## config.mk

```make
export PLATFORM = sky130hd
export DESIGN_NAME = bcd_to_binary_seq_flat
export DESIGN_NICKNAME = d
export VERILOG_FILES = /design/src/rtl/bcd_to_binary_seq_if.sv /design/src/rtl/bcd_to_binary_seq.sv /design/src/flat_wrapper.sv
export SDC_FILE = /design/constraint.sdc
export NUM_CORES = 1
export LEC_CHECK = 0
export BUFFER_PORTS_ARGS = -buffer_cell sky130_fd_sc_hd__buf_2
export CAP_MARGIN = 40
export CELL_PAD_IN_SITES_DETAIL_PLACEMENT = 0
export CELL_PAD_IN_SITES_GLOBAL_PLACEMENT = 1
export CORE_ASPECT_RATIO = 1.75
export CORE_MARGIN = 2
export CORE_UTILIZATION = 40
export CTS_CLUSTER_SIZE = 40
export DETAILED_ROUTE_END_ITERATION = 6
export GPL_TIMING_DRIVEN = 0
export PLACE_DENSITY = 0.77
export SLEW_MARGIN = 30
export SYNTH_ARGS = -nofsm -noshare
export SYNTH_HDL_FRONTEND = slang
export SYNTH_SLANG_ARGS = --single-unit
```

## constraint.sdc

```tcl
create_clock -name clk -period 3.4 [get_ports clk]
set_input_delay 0.68 -clock clk [delete_from_list [all_inputs] [get_ports clk]]
set_output_delay 0.68 -clock clk [all_outputs]
set_load 0.01 [all_outputs]
```

## src/rtl/bcd_to_binary_seq_if.sv

```systemverilog
// bcd_to_binary_seq_if
//   Handshake/data bundle for the sequential BCD-to-binary converter.
//   start   : request conversion (requester -> converter)
//   bcd_in  : packed BCD operand, digit 0 in [3:0]
//   data    : binary result, held until the next result
//   busy    : conversion in progress
//   done    : one-cycle strobe, data/err valid
//   err     : captured operand contained a digit > 9
//   master  : requester side, slave : converter side
interface bcd_to_binary_seq_if #(
    parameter int NDIGITS = 9,
    parameter int NBITS   = 30
);
    logic                   start;
    logic [4*NDIGITS-1:0]   bcd_in;
    logic [NBITS-1:0]       data;
    logic                   busy;
    logic                   done;
    logic                   err;

    modport master (output start, bcd_in, input data, busy, done, err);
    modport slave  (input start, bcd_in, output data, busy, done, err);
endinterface

```

## src/rtl/bcd_to_binary_seq.sv

```systemverilog
// bcd_to_binary_seq
//   Sequential BCD-to-binary converter using reverse double-dabble. An
//   accepted start loads the operand, NBITS shift/correct iterations follow,
//   then the result is presented with a one-cycle done strobe. An operand
//   with any digit > 9 is rejected in one cycle with err set and data 0.
// Ports
//   clk  : rising-edge clock
//   rst  : asynchronous active-high reset
//   bus  : bcd_to_binary_seq_if.slave (start, bcd_in, data, busy, done, err)
module bcd_to_binary_seq #(
    parameter int NDIGITS = 9,
    parameter int NBITS   = 30
) (
    input  logic                  clk,
    input  logic                  rst,
    bcd_to_binary_seq_if.slave    bus
);
    localparam int BW = 4 * NDIGITS;
    localparam int WW = BW + NBITS;
    localparam int CW = $clog2(NBITS + 1);

    // Bits required to hold 10^nd - 1.
    function automatic int bits_needed(input int nd);
        logic [255:0] p;
        int           b;
        p = 256'd1;
        for (int i = 0; i < nd; i++) p = p * 256'd10;
        p = p - 256'd1;
        b = 0;
        while (p != 256'd0) begin
            p = p >> 1;
            b++;
        end
        return b;
    endfunction

    if (NDIGITS < 1 || NBITS < bits_needed(NDIGITS)) begin : g_param_err
        $error("bcd_to_binary_seq: NBITS too small for NDIGITS");
    end

    typedef enum logic {IDLE, SHIFT} state_t;

    state_t             state, state_nx;
    logic [WW-1:0]      w, w_nx, corr;
    logic [CW-1:0]      count, count_nx;
    logic [NBITS-1:0]   data_r, data_nx;
    logic               done_r, done_nx;
    logic               err_r, err_nx;
    logic               bad_digit;

    // Operand validity: any nibble above 9 rejects the request.
    always_comb begin
        bad_digit = 1'b0;
        for (int d = 0; d < NDIGITS; d++)
            if (bus.bcd_in[4*d +: 4] > 4'd9) bad_digit = 1'b1;
    end

    // One reverse double-dabble step: shift right, then pull every BCD
    // digit that reached 8 or more back down by 3 (undoes the x2 carry of 10).
    always_comb begin
        corr = w >> 1;
        for (int d = 0; d < NDIGITS; d++)
            if (corr[NBITS + 4*d +: 4] >= 4'd8)
                corr[NBITS + 4*d +: 4] = corr[NBITS + 4*d +: 4] - 4'd3;
    end

    always_comb begin
        state_nx = state;
        w_nx     = w;
        count_nx = count;
        data_nx  = data_r;
        done_nx  = 1'b0;
        err_nx   = err_r;
        case (state)
            IDLE: begin
                if (bus.start) begin
                    if (bad_digit) begin
                        err_nx  = 1'b1;
                        data_nx = '0;
                        done_nx = 1'b1;
                    end else begin
                        w_nx     = {bus.bcd_in, {NBITS{1'b0}}};
                        err_nx   = 1'b0;
                        count_nx = '0;
                        state_nx = SHIFT;
                    end
                end
            end
            SHIFT: begin
                w_nx     = corr;
                count_nx = count + 1'b1;
                if (count == CW'(NBITS - 1)) begin
                    data_nx  = corr[NBITS-1:0];
                    done_nx  = 1'b1;
                    state_nx = IDLE;
                end
            end
            default: state_nx = IDLE;
        endcase
    end

    always_ff @(posedge clk or posedge rst) begin
        if (rst) begin
            state  <= IDLE;
            w      <= '0;
            count  <= '0;
            data_r <= '0;
            done_r <= 1'b0;
            err_r  <= 1'b0;
        end else begin
            state  <= state_nx;
            w      <= w_nx;
            count  <= count_nx;
            data_r <= data_nx;
            done_r <= done_nx;
            err_r  <= err_nx;
        end
    end

    assign bus.data = data_r;
    assign bus.done = done_r;
    assign bus.err  = err_r;
    assign bus.busy = (state == SHIFT);
endmodule

```

## src/flat_wrapper.sv

```systemverilog
// flat-port wrapper written by rule: the top's interface ports become plain ports
module bcd_to_binary_seq_flat 
#(
    parameter int NDIGITS = 9,
    parameter int NBITS   = 30
)
  (clk, rst, bus_start, bus_bcd_in, bus_data, bus_busy, bus_done, bus_err);
  bcd_to_binary_seq_if #(.NDIGITS(NDIGITS), .NBITS(NBITS)) bus_i ();
  input  logic clk;
  input  logic rst;
  input wire logic [$bits(bus_i.start)-1:0] bus_start;
  input wire logic [$bits(bus_i.bcd_in)-1:0] bus_bcd_in;
  output wire logic [$bits(bus_i.data)-1:0] bus_data;
  output wire logic [$bits(bus_i.busy)-1:0] bus_busy;
  output wire logic [$bits(bus_i.done)-1:0] bus_done;
  output wire logic [$bits(bus_i.err)-1:0] bus_err;
  assign bus_i.start = bus_start;
  assign bus_i.bcd_in = bus_bcd_in;
  assign bus_data = bus_i.data;
  assign bus_busy = bus_i.busy;
  assign bus_done = bus_i.done;
  assign bus_err = bus_i.err;
  bcd_to_binary_seq #(.NDIGITS(NDIGITS), .NBITS(NBITS)) u_core (.clk(clk), .rst(rst), .bus(bus_i));
endmodule
```

=== Yosys cells after proc, flatten, opt, wreduce, memory -nomap -nowiden ===
Index checks and enable logic that the tools add are counted.

* Logic and storage cells: 79
* Input port bits: 39
* Output and inout port bits: 33
* Register bits: 104

* Bitwise logic cells: 1
* Reductions and logical operators: 3
* $add $sub $neg: 10
* Equal/unequal tests: 5
* Magnitude comparators: 18
* Mux-type cells: 36

{| class="wikitable"
|+ Operator list
! cell !! count
|-
| 66-bit 2-to-1 mux || 2
|-
| 66-bit one-hot mux with 2 select lines || 1
|-
| 30-bit 2-to-1 mux || 3
|-
| 30-bit one-hot mux with 2 select lines || 1
|-
| 4-bit greater-than comparator, second input constant || 9
|-
| 4-bit 2-to-1 mux || 9
|-
| 4-bit >= comparator, second input constant || 8
|-
| 4-bit by 2-bit subtractor with 4-bit output, second input constant || 8
|-
| 1-bit 2-to-1 mux || 15
|-
| 5-bit 2-to-1 mux || 2
|-
| 5-bit one-hot mux with 2 select lines || 1
|-
| 2-bit != test, second input constant || 3
|-
| 5-bit by 1-bit adder with 5-bit output, second input constant || 1
|-
| 5-bit == test, second input constant || 1
|-
| 3-bit by 4-bit >= comparator with 1-bit output, second input constant || 1
|-
| 1-bit one-hot mux with 2 select lines || 2
|-
| 2-bit AND reduction || 2
|-
| 3-bit by 2-bit subtractor with 4-bit output, second input constant || 1
|-
| 3-bit AND reduction || 1
|-
| 2-bit by 1-bit != test with 1-bit output, second input constant || 1
|-
| 1-bit inverter || 1
|}

=== Logic depth before layout (Yosys ltp) ===
* Depth after elaboration: 13
* Gate-level depth with buffers: 7
* Mapped depth without buffers: 6

=== Least setup slack after synthesis ===
No wires, ideal clock.

* Path type: input-to-reg
* Start point: input bus_bcd_in[30]
* End point: register u_core.w[35]
* Stages: 5
* Arrival: 1.596 ns
* Path buffers: 1
* Setup slack: 1.664 ns
* Setup time: 0.140 ns
* Data required time: 3.260 ns
* Path through: o21ai_2 > nand4_2 > clkbuf_1 > o31ai_1 > a22oi_1

* Cells in the longest elaborated chain, start to end: 5

{| class="wikitable"
|+ Ends and longest elaborated chain
! element !! RTL line !! text
|-
| start, declared || flat_wrapper.sv:12 || <nowiki>input wire logic [$bits(bus_i.bcd_in)-1:0] bus_bcd_in;</nowiki>
|-
| 4-bit greater-than comparator || bcd_to_binary_seq.sv:55 || <nowiki>if (bus.bcd_in[4*d +: 4] > 4'd9) bad_digit = 1'b1;</nowiki>
|-
| 1-bit 2-to-1 mux (2 in a row) || bcd_to_binary_seq.sv:55 ||
|-
| 2-bit != test (no source line) || - ||
|-
| 2-bit AND reduction (no source line) || - ||
|-
| end signal, assigned || bcd_to_binary_seq.sv:112 || <nowiki>w <= w_nx;</nowiki>
|-
| end, declared || bcd_to_binary_seq.sv:44 || <nowiki>logic [WW-1:0] w, w_nx, corr;</nowiki>
|}

No other way between the ends.
A chain may end at the register's enable or synchronous reset.

=== Final worst setup path ===
* Start point: input bus_bcd_in[14]
* End point: register u_core.w[44]

* Cells in the longest elaborated chain, start to end: 9
* Elaborated cells between the ends (all ways): 12
* Those cells by class: 1 x order compare; 1 x eq/ne; 9 x mux; 1 x reduce/logical

{| class="wikitable"
|+ Ends and longest elaborated chain
! element !! RTL line
|-
| 4-bit greater-than comparator || bcd_to_binary_seq.sv:55
|-
| 1-bit 2-to-1 mux (6 in a row) || bcd_to_binary_seq.sv:55
|-
| 2-bit != test (no source line) || -
|-
| 2-bit AND reduction (no source line) || -
|}

Parallel ways exist; a longest one is shown, timed or not. The select of a mux whose other input is x is not followed.

==> metrics.md <==
| Metric | Value |
|---|---|
| Worst path top cell family by delay | compound AO/OA/AOI/OAI gates |
| CP required | 3.59 ns |
| Top sig layer | met4 |
| Initial antenna violation count | 0 |
| #FFs+latches synth | 103 |
| # setup viols final | 0 |
| Final setup margin | 1.44 ns |
| DP Worst Slack | 1.14 ns |
| Tightest Pin Transition | 0.732 ns |
| Library cells used by synthesis | 40 |
| DIE AREA | 0.0143 sq mm |
| Fraction of layout cells with a size suffix above 1 | 0.193 |
| Commonest non-fill, non-tap cell in the layout | nand2_1 |
| Slew HR | 0.512 |
| Final HPWL DP | 11.0 mm |
| Area delta synth->final | 17.2% |
| Net count, final | 719 |
| Num CTS Buffers | 9 |
| Status | complete, no violations |
| DRT iter0 DRCs | 237 |
| Worst path slowest cell | clkbuf_1 |
| Vias in the first global route | 4664 |
| Vert. Die Dim | 157 um |
| Starting density of the core | 0.411 |
| Drt via density | 5.53 |
| Mapped Nets | 636 |
| Placement Rows | 55 |
| Crit-path cells | buf_2, o21ai_2, nand4_2, clkbuf_1, o31ai_1, a22oi_1 |
| Dominant cells by area after synthesis | dfrtp_1, nand2_1, o31ai_1 |
| Top-area cell type share of the netlist area | 0.483 |
| Cell Area, Synth | 0.00534 sq mm |
| Seq/Total Area, Yosys | 0.483 |
| First-pass GRT wire length | 23.7 mm |
| Postcts setup bufs | 0 |
| Clock sinks | 103 |
| Routability Congestion | 0.954 |
| M1 WL | 5.63 mm |
| I/O Buffers | 71 |
| Clock root cell | clkbuf_16 |
| CP Class | input pin to flip-flop |
| Worst R2R Start | u_core.bus.busy$_DFF_PP0_ |
| Clock Latency Late Sink | 0.35 ns |
| Worst vdd ir | 0.294 mV |
| Ports | 72 |
| DRT antenna net count | 0 |
| Crit path buf inv count | 2 |
| Top_reg_cell synth | dfrtp_1 |
| WL/cell | 17.2 um |
| Avg Cell Area, Syn | 9.23 sq um |
| Ys Warns | 0 |
| Critical path capture point type | flip-flop |
| RSZ-0062 raised after global routing | false |
| Fin crit period | 1.96 ns |
| Cell Area, Placed | 0.00594 sq mm |
| DRC viols | 0 |
| Crit-path max cell delay | 0.42 ns |
| Worst setup SP type | input pin |
| Grt ovf | 0 |
| Pleak | 2.82 nW |
| Crit path DAT | 2.15 ns |
| Worst-path maximum fanout | 10 |
| Period utilization | 0.577 |
| Final hold vios | 0 |
| End of the worst register-to-register path | u_core.w[50]$_DFFE_PP0P_ |
| HP Class | input pin to async pin |
| R2R Setup Slk | 1.59 ns |
| Wire length on met3 | 689 um |
| Max Slew Vio Count | 0 |
| Largest net degree at the start of global routing | 63 |
| Ant diodes | 0 |
| First-pass iteration count of the detailed router | 5 |
| Final wirelength | 14.4 mm |
| Largest area contributor in the netlist | dfrtp_1 |
| Finished Cell Area | 0.00626 sq mm |
| Core footprint | 0.0130 sq mm |
| Fraction of registers with async set/reset | 1.00 |
| # resized after CTS | 0 |
| DR vias | 4637 |
| Fmax | 510 MHz |
| Reg clk slew, reported paths | 0.08 ns |
| # H-tree levels | 3 |
| FILL cells | 1276 |
| TritonCTS clock tree | yes |
| Share of the core filled with cells | 0.481 |
| Multi-input logic area | 0.00245 sq mm |
| Routed wl met2 | 7.62 mm |
| Max-Cap Viols | 0 |
| Cells after synthesis | 579 |
| CP Launch Point | bus_bcd_in[14] |
| Post-synth EDFFs | 0 |
| Total power | 0.00477 W |
| Die X | 91.4 um |
| CTS hold repair buffers | 0 |
| Sequential standard cell area | 0.00258 sq mm |
| Setup Skew | 0.00773 ns |
| Clock Path Buffers | 2 |
| GR Util All Layers | 0.211 |
| Power per cell area | 763 mW/mm^2 |
| Reg2reg path depth | 6 |
| Most frequent cells in the layout | nand2_1, dfrtp_1, buf_2 |
cell usage after synthesis, drive strengths merged (8+ instances only):
cell / number
a22oi: 11
nand4: 27
clkbuf: 20
o31ai: 36
o21ai: 43
ha: 18
nor2: 13
xor2: 8
dfrtp: 103
xnor2: 8
nand2: 129
a41oi: 12
buf: 28
nor2b: 8
a31oi: 25
inv: 19
a21oi: 39
a21o: 8
state kept, by name, summed over array words and instances (netlist names):
| register | cells |
|---|---|
| u_core.bus.err | 1 |
| u_core.bus.done | 1 |
| u_core.bus.busy | 1 |
| u_core.w | 65 |
| u_core.bus.data | 30 |
| u_core.count | 5 |
metal layers:
layer / vias to the layer above / track usage
li1: 2224 / -
met1: 2215 / 0.237
met2: 164 / 0.396
met3: 34 / 0.0303
met4: 0 / 0.0815
met5: - / 0
power by group:
| group | leakage [nW] | switching [W] | internal, W | total, W |
|---|---|---|---|---|
| registers | 1.29 | 0.000430 | 0.00164 | 0.00207 |
| logic | 1.37 | 0.000911 | 0.000705 | 0.00162 |
| clock network | 0.153 | 0.000487 | 0.000604 | 0.00109 |
| total | 2.82 | 0.00183 | 0.00295 | 0.00477 |
kinds of logic (layout without fill, tap and decap cells):
| kind of cell | Yosys count | in the layout | share of synthesized area |
|---|---|---|---|
| AND/OR/NAND/NOR | 190 | 190 | 0.163 |
| AO/OA/AOI/OAI | 180 | 180 | 0.218 |
| flip-flops | 103 | 103 | 0.483 |
| buffers and inverters | 67 | 155 | 0.0586 |
| adder cells (fa/ha/maj) | 18 | 18 | 0.0422 |
| XOR/XNOR | 16 | 16 | 0.0262 |
| multiplexers | 5 | 5 | 0.00960 |
through the flow:
| step | hold slack [ns] | setup TNS [ns] | std cells |
|---|---|---|---|
| finish | 0.329 | 0 | 838 |
| detailed placement | 0.477 | 0 | 822 |
| global route | 0.360 | 0 | 838 |
| global placement | 0.468 | -126.65 | 821 |
| floorplan | 0.455 | 0 | 579 |
| CTS | 0.342 | 0 | 838 |
how the worst max path moves through the flow:
| stage | end | slack [ns] | depth (start not counted) |
|---|---|---|---|
| final | u_core.w[44]$_DFFE_PP0P_ | 1.44 | 6 |
| after floorplan | u_core.bus.busy$_DFF_PP0_ | 0.02 | 1 |
| after detailed placement | u_core.w[52]$_DFFE_PP0P_ | 1.14 | 6 |
| after global routing | u_core.w[32]$_DFFE_PP0P_ | 1.33 | 6 |
| after global placement | u_core.w[52]$_DFFE_PP0P_ | -1.24 | 2 |
| after CTS | u_core.w[52]$_DFFE_PP0P_ | 1.50 | 6 |
layout make-up:
class / count / share of cell area
plain buffers: 48 / 0.0386
clock buffers: 10 / 0.0382
clock inverters: 6 / 0.0124
inverters: 19 / 0.0122
multi-input cells: 409 / 0.392
flip-flops and latches: 103 / 0.412
well taps: 171 / 0.0342
repair buffers: 72 / 0.0612
Power figures use the tool's default switching activity.
